File: src/rtl/fetch_pkg.sv
// Shared types for the instruction fetch queue: FSM states and the
// queued {instruction word, PC} entry.
package fetch_pkg;

  typedef enum logic [1:0] {
    IDLE  = 2'd0,
    REQ   = 2'd1,
    DRAIN = 2'd2
  } fetch_state_t;

  localparam int WORD_BYTES = 4;

  typedef struct packed {
    logic [31:0] word;
    logic [31:0] pc;
  } fetch_entry_t;

  // Force a byte address onto a word boundary.
  function automatic logic [31:0] word_align(input logic [31:0] addr);
    return {addr[31:2], 2'b00};
  endfunction

endpackage

File: src/rtl/fetch_fifo.sv
// DEPTH-entry synchronous FIFO of fetch entries with flush.
// Pointers and count are reset; the entry storage is not.
module fetch_fifo import fetch_pkg::*; #(
  parameter int DEPTH = 4,
  localparam int PW = $clog2(DEPTH),
  localparam int CW = PW + 1
) (
  input  logic         clk,
  input  logic         reset,
  input  logic         push,
  input  logic         pop,
  input  logic         flush,
  input  fetch_entry_t wdata,
  output fetch_entry_t rdata,
  output logic [CW-1:0] count,
  output logic         empty,
  output logic         full
);

  fetch_entry_t    store [DEPTH];
  logic [PW-1:0]   wr_ptr;
  logic [PW-1:0]   rd_ptr;
  logic            push_ok;
  logic            pop_ok;

  assign empty   = (count == '0);
  assign full    = (count == CW'(DEPTH));
  assign push_ok = push & ~full;
  assign pop_ok  = pop & ~empty;
  assign rdata   = store[rd_ptr];

  // Pointers wrap naturally because DEPTH is a power of two.
  always_ff @(posedge clk or posedge reset) begin
    if (reset) begin
      wr_ptr <= '0;
      rd_ptr <= '0;
      count  <= '0;
    end else if (flush) begin
      wr_ptr <= '0;
      rd_ptr <= '0;
      count  <= '0;
    end else begin
      if (push_ok) wr_ptr <= wr_ptr + 1'b1;
      if (pop_ok)  rd_ptr <= rd_ptr + 1'b1;
      case ({push_ok, pop_ok})
        2'b10:   count <= count + 1'b1;
        2'b01:   count <= count - 1'b1;
        default: count <= count;
      endcase
    end
  end

  always_ff @(posedge clk) begin
    if (push_ok) store[wr_ptr] <= wdata;
  end

endmodule

File: src/rtl/instr_fetch_queue.sv
// Fetch stage: issues word reads over req/ack, queues returned words with
// their PCs, and flushes everything on a datapath redirect.
module instr_fetch_queue import fetch_pkg::*; #(
  parameter int             n        = 32,
  parameter int             DEPTH    = 4,
  parameter logic [n-1:0]   RESET_PC = '0
) (
  input  logic         clk,
  input  logic         reset,
  input  logic         redirect,
  input  logic [n-1:0] redirect_pc,
  input  logic         instr_ready,
  output logic [n-1:0] instr,
  output logic [n-1:0] instr_pc,
  output logic         instr_valid,
  output logic         mem_req,
  output logic [n-1:0] mem_addr,
  input  logic [n-1:0] mem_rdata,
  input  logic         mem_ack
);

  localparam int CW = $clog2(DEPTH) + 1;
  localparam logic [n-1:0] STEP = n'(WORD_BYTES);

  fetch_state_t   state;
  fetch_state_t   state_nxt;
  logic [n-1:0]   fpc;
  logic [n-1:0]   fpc_nxt;
  logic [n-1:0]   addr_nxt;
  logic [n-1:0]   target_pc;
  logic           push;
  logic           pop;
  logic           flush;
  logic           room_after_push;
  logic [CW-1:0]  count;
  logic           empty;
  logic           full;
  fetch_entry_t   head;
  fetch_entry_t   entry_in;

  assign pop       = instr_valid & instr_ready;
  assign target_pc = word_align(redirect_pc);
  assign entry_in  = '{word: mem_rdata, pc: mem_addr};
  // A push with a simultaneous pop never changes the count, so there is
  // room for another fetch; otherwise the pre-push count must leave a slot.
  assign room_after_push = pop | (count < CW'(DEPTH - 1));

  fetch_fifo #(.DEPTH(DEPTH)) u_fifo (
    .clk   (clk),
    .reset (reset),
    .push  (push),
    .pop   (pop),
    .flush (flush),
    .wdata (entry_in),
    .rdata (head),
    .count (count),
    .empty (empty),
    .full  (full)
  );

  always_ff @(posedge clk or posedge reset) begin
    if (reset) state <= IDLE;
    else       state <= state_nxt;
  end

  always_ff @(posedge clk or posedge reset) begin
    if (reset) begin
      fpc      <= RESET_PC;
      mem_addr <= RESET_PC;
    end else begin
      fpc      <= fpc_nxt;
      mem_addr <= addr_nxt;
    end
  end

  always_comb begin
    state_nxt = state;
    fpc_nxt   = fpc;
    addr_nxt  = mem_addr;
    push      = 1'b0;
    flush     = 1'b0;
    case (state)
      IDLE: begin
        if (redirect) begin
          flush   = 1'b1;
          fpc_nxt = target_pc;
        end else if (!full) begin
          state_nxt = REQ;
          addr_nxt  = fpc;
        end
      end
      REQ: begin
        if (redirect) begin
          // Without an ack the request must still be seen through in DRAIN.
          flush     = 1'b1;
          fpc_nxt   = target_pc;
          state_nxt = mem_ack ? IDLE : DRAIN;
        end else if (mem_ack) begin
          push    = 1'b1;
          fpc_nxt = fpc + STEP;
          if (room_after_push) begin
            state_nxt = REQ;
            addr_nxt  = fpc + STEP;
          end else begin
            state_nxt = IDLE;
          end
        end
      end
      DRAIN: begin
        if (redirect) begin
          flush   = 1'b1;
          fpc_nxt = target_pc;
        end
        if (mem_ack) state_nxt = IDLE;
      end
      default: state_nxt = IDLE;
    endcase
  end

  always_comb begin
    mem_req     = (state != IDLE);
    instr_valid = ~empty;
    instr       = empty ? '0 : head.word;
    instr_pc    = empty ? '0 : head.pc;
  end

endmodule

File: config.mk
export PLATFORM = sky130hd
export DESIGN_NAME = instr_fetch_queue
export DESIGN_NICKNAME = d
export VERILOG_FILES = /design/src/rtl/fetch_pkg.sv /design/src/rtl/fetch_fifo.sv /design/src/rtl/instr_fetch_queue.sv
export SDC_FILE = /design/constraint.sdc
export NUM_CORES = 1
export LEC_CHECK = 0
export ABC_AREA = 1
export BUFFER_PORTS_ARGS = -buffer_cell sky130_fd_sc_hd__buf_4
export CAP_MARGIN = 25
export CORE_MARGIN = 2
export CORE_UTILIZATION = 58
export CTS_CLUSTER_DIAMETER = 40
export CTS_CLUSTER_SIZE = 8
export DETAILED_ROUTE_END_ITERATION = 8
export PLACE_DENSITY = 0.8
export SLEW_MARGIN = 10
export SYNTH_ARGS = -nofsm -noshare
export SYNTH_HDL_FRONTEND = slang
export SYNTH_SLANG_ARGS = --single-unit
File: constraint.sdc
create_clock -name clk -period 5.7 [get_ports clk]
set_clock_uncertainty 0.05 [all_clocks]
set_input_delay 1.14 -clock clk [delete_from_list [all_inputs] [get_ports clk]]
set_output_delay 1.14 -clock clk [all_outputs]
set_load 0.05 [all_outputs]
==> reports/summary.md <==
The run finished with clean final reports. The length in cells of the worst reg-to-reg path came out at 4. The most critical setup path has its startpoint at u_fifo.rd_ptr[0]$_DFFE_PP0P_. For the total length of routed wires, the log shows 32.7 mm.

In this run the critical register-to-register path is launched from state[1]$_DFFE_PP0P_. The analysis attributes to cell leakage a power of 6.76 nW. In the finished design, the share of the clock period the worst path needs comes to 74.6%. The number of clock buffers added by TritonCTS is 48. Data on the critical path arrives at its endpoint at 3.06 ns.

The die is 159 um tall. The critical path class is flip-flop to output pin. The cell at the root of the clock tree was sky130_fd_sc_hd__clkbuf_16. The floorplan step set the die width to 159 um. Flip-flop and latch count after synthesis: 317. STA classifies the critical path startpoint as a flip-flop. The setup slack of the most critical reg-to-reg path is 3.11 ns.

The fraction of power consumed by the clock network came out at 26.1%. The remaining global-route overflow is 0. Power spread over the standard cell area amounts to 593 nW/um2. For the post-CTS setup buffer count, the log shows 0. Counting distinct cell types in the post-synthesis netlist gives 32. The hold violation count in the final report was 0.

After the last flow step, the layout net total stands at 1,638. Relative area change from synthesis to final layout: 20.9%. The global-route wire length before repair is 51.4 mm, and the switching part of the total is 42.8%. The number of violations reported at the end of detailed-routing iteration 0 is 953, and the met1 track demand over resource is 34.6%.

For this block, the via count after detailed routing is 10,500. The core region is 23,500 um2. The via count of the first global-routing pass was 10,100. The clock period minus final worst setup slack was 4.25 ns. The run gives 56 as the cell row count.

Routing usage on met3: 4.02%. The global routing usage summed across all routing layers was 25.6%; the post-route antenna net violation count was 0. Setup repair after global routing left no endpoint under its margin. The average wire length per cell after detail routing was 17.1 um; the final weighted congestion in routability-driven placement was 0.854. At the later pin of the worst-skew pair, clock insertion delay measures 0.53 ns. Hold repair after CTS inserted 0 buffers.

The cell internal power dissipation is 5.69 mW. The depth of the CTS H-tree came out at 2. The worst register-to-register path ends at u_fifo.store[2][60]$_DFFE_PP_. In this run the tool buffered the top-level ports with 160 buffer cells. STA classifies the critical path endpoint as an output pin. The first TritonRoute pass finished after 5 iterations. Sum of negative setup slack: 0 ns. Entering global routing, the biggest net connects 87 pins. The run gives 317 as the number of clock sinks seen by CTS.

For this run, the top clock speed supported by timing is 0.235 GHz. Global routing consumed, on the met2 layer, 42.4% of the routing resources. For the number of antenna violations at the first check in global routing, the log shows 0.

Number of instances in the synthesized netlist: 1,407. In this run, the combinational gates consume 39.7% of the power. The synthesized area divided by synthesized cell count was 9.87 um2. The type of the worst min-delay path is flip-flop to flip-flop.

For the number of maximum-capacitance violations, the log shows 0. The global routing's busiest layer was met2. For this run, the register share of the synthesized area comes to 66.1%. For this run, the number of Yosys warnings is 0. The tools report the sequential fraction of design power as 34.2%.

The run gives 59.2% as the starting density of the core. The area of the mapped netlist was 13,900 um2; the actual slew at the worst max-slew pin was 0.904 ns. The tools report the last element of the critical path as instr[20]. Total of endpoints with negative setup slack in the final report: 0.

TritonCTS built the clock tree. The buffer depth of the longest clock path was 3; the post-route DRC violation count was 0. For the worst setup path, the data required time is 4.51 ns. The total power after layout was 9.96 mW.

The logs give 0.356 mV for the worst ir drop on vdd and 39.7% for the remaining max-slew budget at the tightest pin. After clock tree synthesis, the clock-pin slew on the worst setup and hold paths is 0.05 ns. 0 antenna diodes ended up in the layout. The final count of pins violating max slew was 0; the half-perimeter wire length of the detailed placement result was 19.4 mm. Along the worst path, the maximum fanout reaches 54.

Summed over all nets, the switching power comes to 4.27 mW. The number of gates resized after CTS was 0. The number of top-level pins is 167, and the share of layout cells above drive strength 1 is 16.3%. Using the TritonRoute via totals, the vias-per-cell ratio works out to 5.47. The tools report the die area as 25,200 um2.
==> cell type report <==
class                   instances  area (um2)
clock buffers                  70        1350
clock inverters                 8        75.1
fillers                      1655        6690
inverters                      64         244
multi-input cells             957        4190
flip-flops and latches        317        9180
well taps                     319         399
repair buffers                175        1360
==> layer usage <==
metal | vias to the layer above | part of all wire, % | wire [um]
met1 | 4955 | 42 | 13600
met3 | 64 | 7.1 | 2310
met2 | 405 | 49 | 15800
met4 | 0 | 2.6 | 849
li1 | 5027 | - | -
met5 | - | 0 | 0
==> how the worst min path moves through the flow <==
stage                                      from                     endpoint  slack, ns  cells after the start
floorplan           u_fifo.count[1]$_DFFE_PP0P_  u_fifo.count[1]$_DFFE_PP0P_       0.42                      2
global placement    u_fifo.count[1]$_DFFE_PP0P_  u_fifo.count[1]$_DFFE_PP0P_       0.45                      2
detailed placement  u_fifo.count[0]$_DFFE_PP0P_  u_fifo.count[0]$_DFFE_PP0P_       0.47                      1
CTS                 u_fifo.count[0]$_DFFE_PP0P_  u_fifo.count[0]$_DFFE_PP0P_       0.47                      1
global route        u_fifo.count[1]$_DFFE_PP0P_  u_fifo.count[1]$_DFFE_PP0P_       0.49                      2
finish              u_fifo.count[0]$_DFFE_PP0P_  u_fifo.count[0]$_DFFE_PP0P_       0.48                      1
==> stage by stage <==
stage / hold WS, ns / util [%] / setup slack [ns] / cells / area, um2
2_1_floorplan: 0.425 / - / 0.935 / 1410 / 13900
3_3_place_gp: 0.449 / 65.3 / 1.68 / 1830 / 15300
3_5_place_dp: 0.465 / 65.3 / 1.61 / 1830 / 15300
4_1_cts: 0.470 / 71.3 / 1.03 / 1908 / 16700
5_1_grt: 0.489 / 71.5 / 1.26 / 1910 / 16800
6_report: 0.478 / 71.5 / 1.45 / 1910 / 16800
==> kinds of logic (layout without fill, tap and decap cells) <==
| family | count (synthesis) | after routing | synth area share (%) |
|---|---|---|---|
| simple gates | 702 | 702 | 19.8 |
| buf+inv | 136 | 317 | 4.12 |
| fa+ha+maj | 6 | 6 | 0.595 |
| other cells | 1 | 4 | 0.0270 |
| xor+xnor | 9 | 9 | 0.568 |
| compound gates | 236 | 236 | 8.79 |
| flops | 317 | 317 | 66.1 |
==> cells in the mapped netlist, drive strengths merged <==
cell type	number	area [um2]
o21ai	160	812
clkbuf	39	146
o22ai	6	37.5
nand4	1	6.26
xor2	9	78.8
buf	33	183
edfxtp	248	7450
a21oi	65	329
nand2	254	956
inv	64	243
a22oi	1	12.5
fa	1	20.0
a211oi	1	7.51
nor3	1	10.0
conb	1	3.75
nor2	374	1410
ha	5	62.6
dfrtp	69	1730
a31oi	1	6.26
nand3	72	373
o31ai	2	15.0
==> flip-flops by register name, indices dropped and copies added (netlist names) <==
signal and flops:
u_fifo.count 3, u_fifo.rd_ptr 2, state 2, mem_addr 30
fpc 30, u_fifo.wr_ptr 2, u_fifo.store 248
==> worst max-delay path, cell delays in order, from the launching register on <==
cell                       delay [ns]
sky130_fd_sc_hd__dfrtp_4         0.76
sky130_fd_sc_hd__clkinv_2        0.52
sky130_fd_sc_hd__buf_12          0.35
sky130_fd_sc_hd__buf_4           0.27
sky130_fd_sc_hd__o21ai_0         0.28
sky130_fd_sc_hd__a21oi_1         0.13
sky130_fd_sc_hd__buf_4           0.21
==> power by group through the flow <==
| stage | sequential, mW | clock (mW) | combinational, mW |
|---|---|---|---|
| detailed placement | 3.43 | 0 | 3.92 |
| finish | 3.41 | 2.60 | 3.95 |
| CTS | 3.40 | 2.62 | 3.95 |
| global route | 3.46 | 2.74 | 4.27 |
| global placement | 3.42 | 0 | 3.86 |
| floorplan | 3.64 | 0 | 2.53 |
==> placed cells by master (no fill, tap or decap), drive strengths merged, types with 2 or more instances in the layout <==
cell type,n
nor2,374
nand2,254
edfxtp,248
buf,175
o21ai,160
nand3,72
clkbuf,70
dfrtp,69
a21oi,65
inv,63
xor2,9
clkinv,7
o22ai,6
ha,5
conb,4
o31ai,2
(Power assumes the default switching activity.)
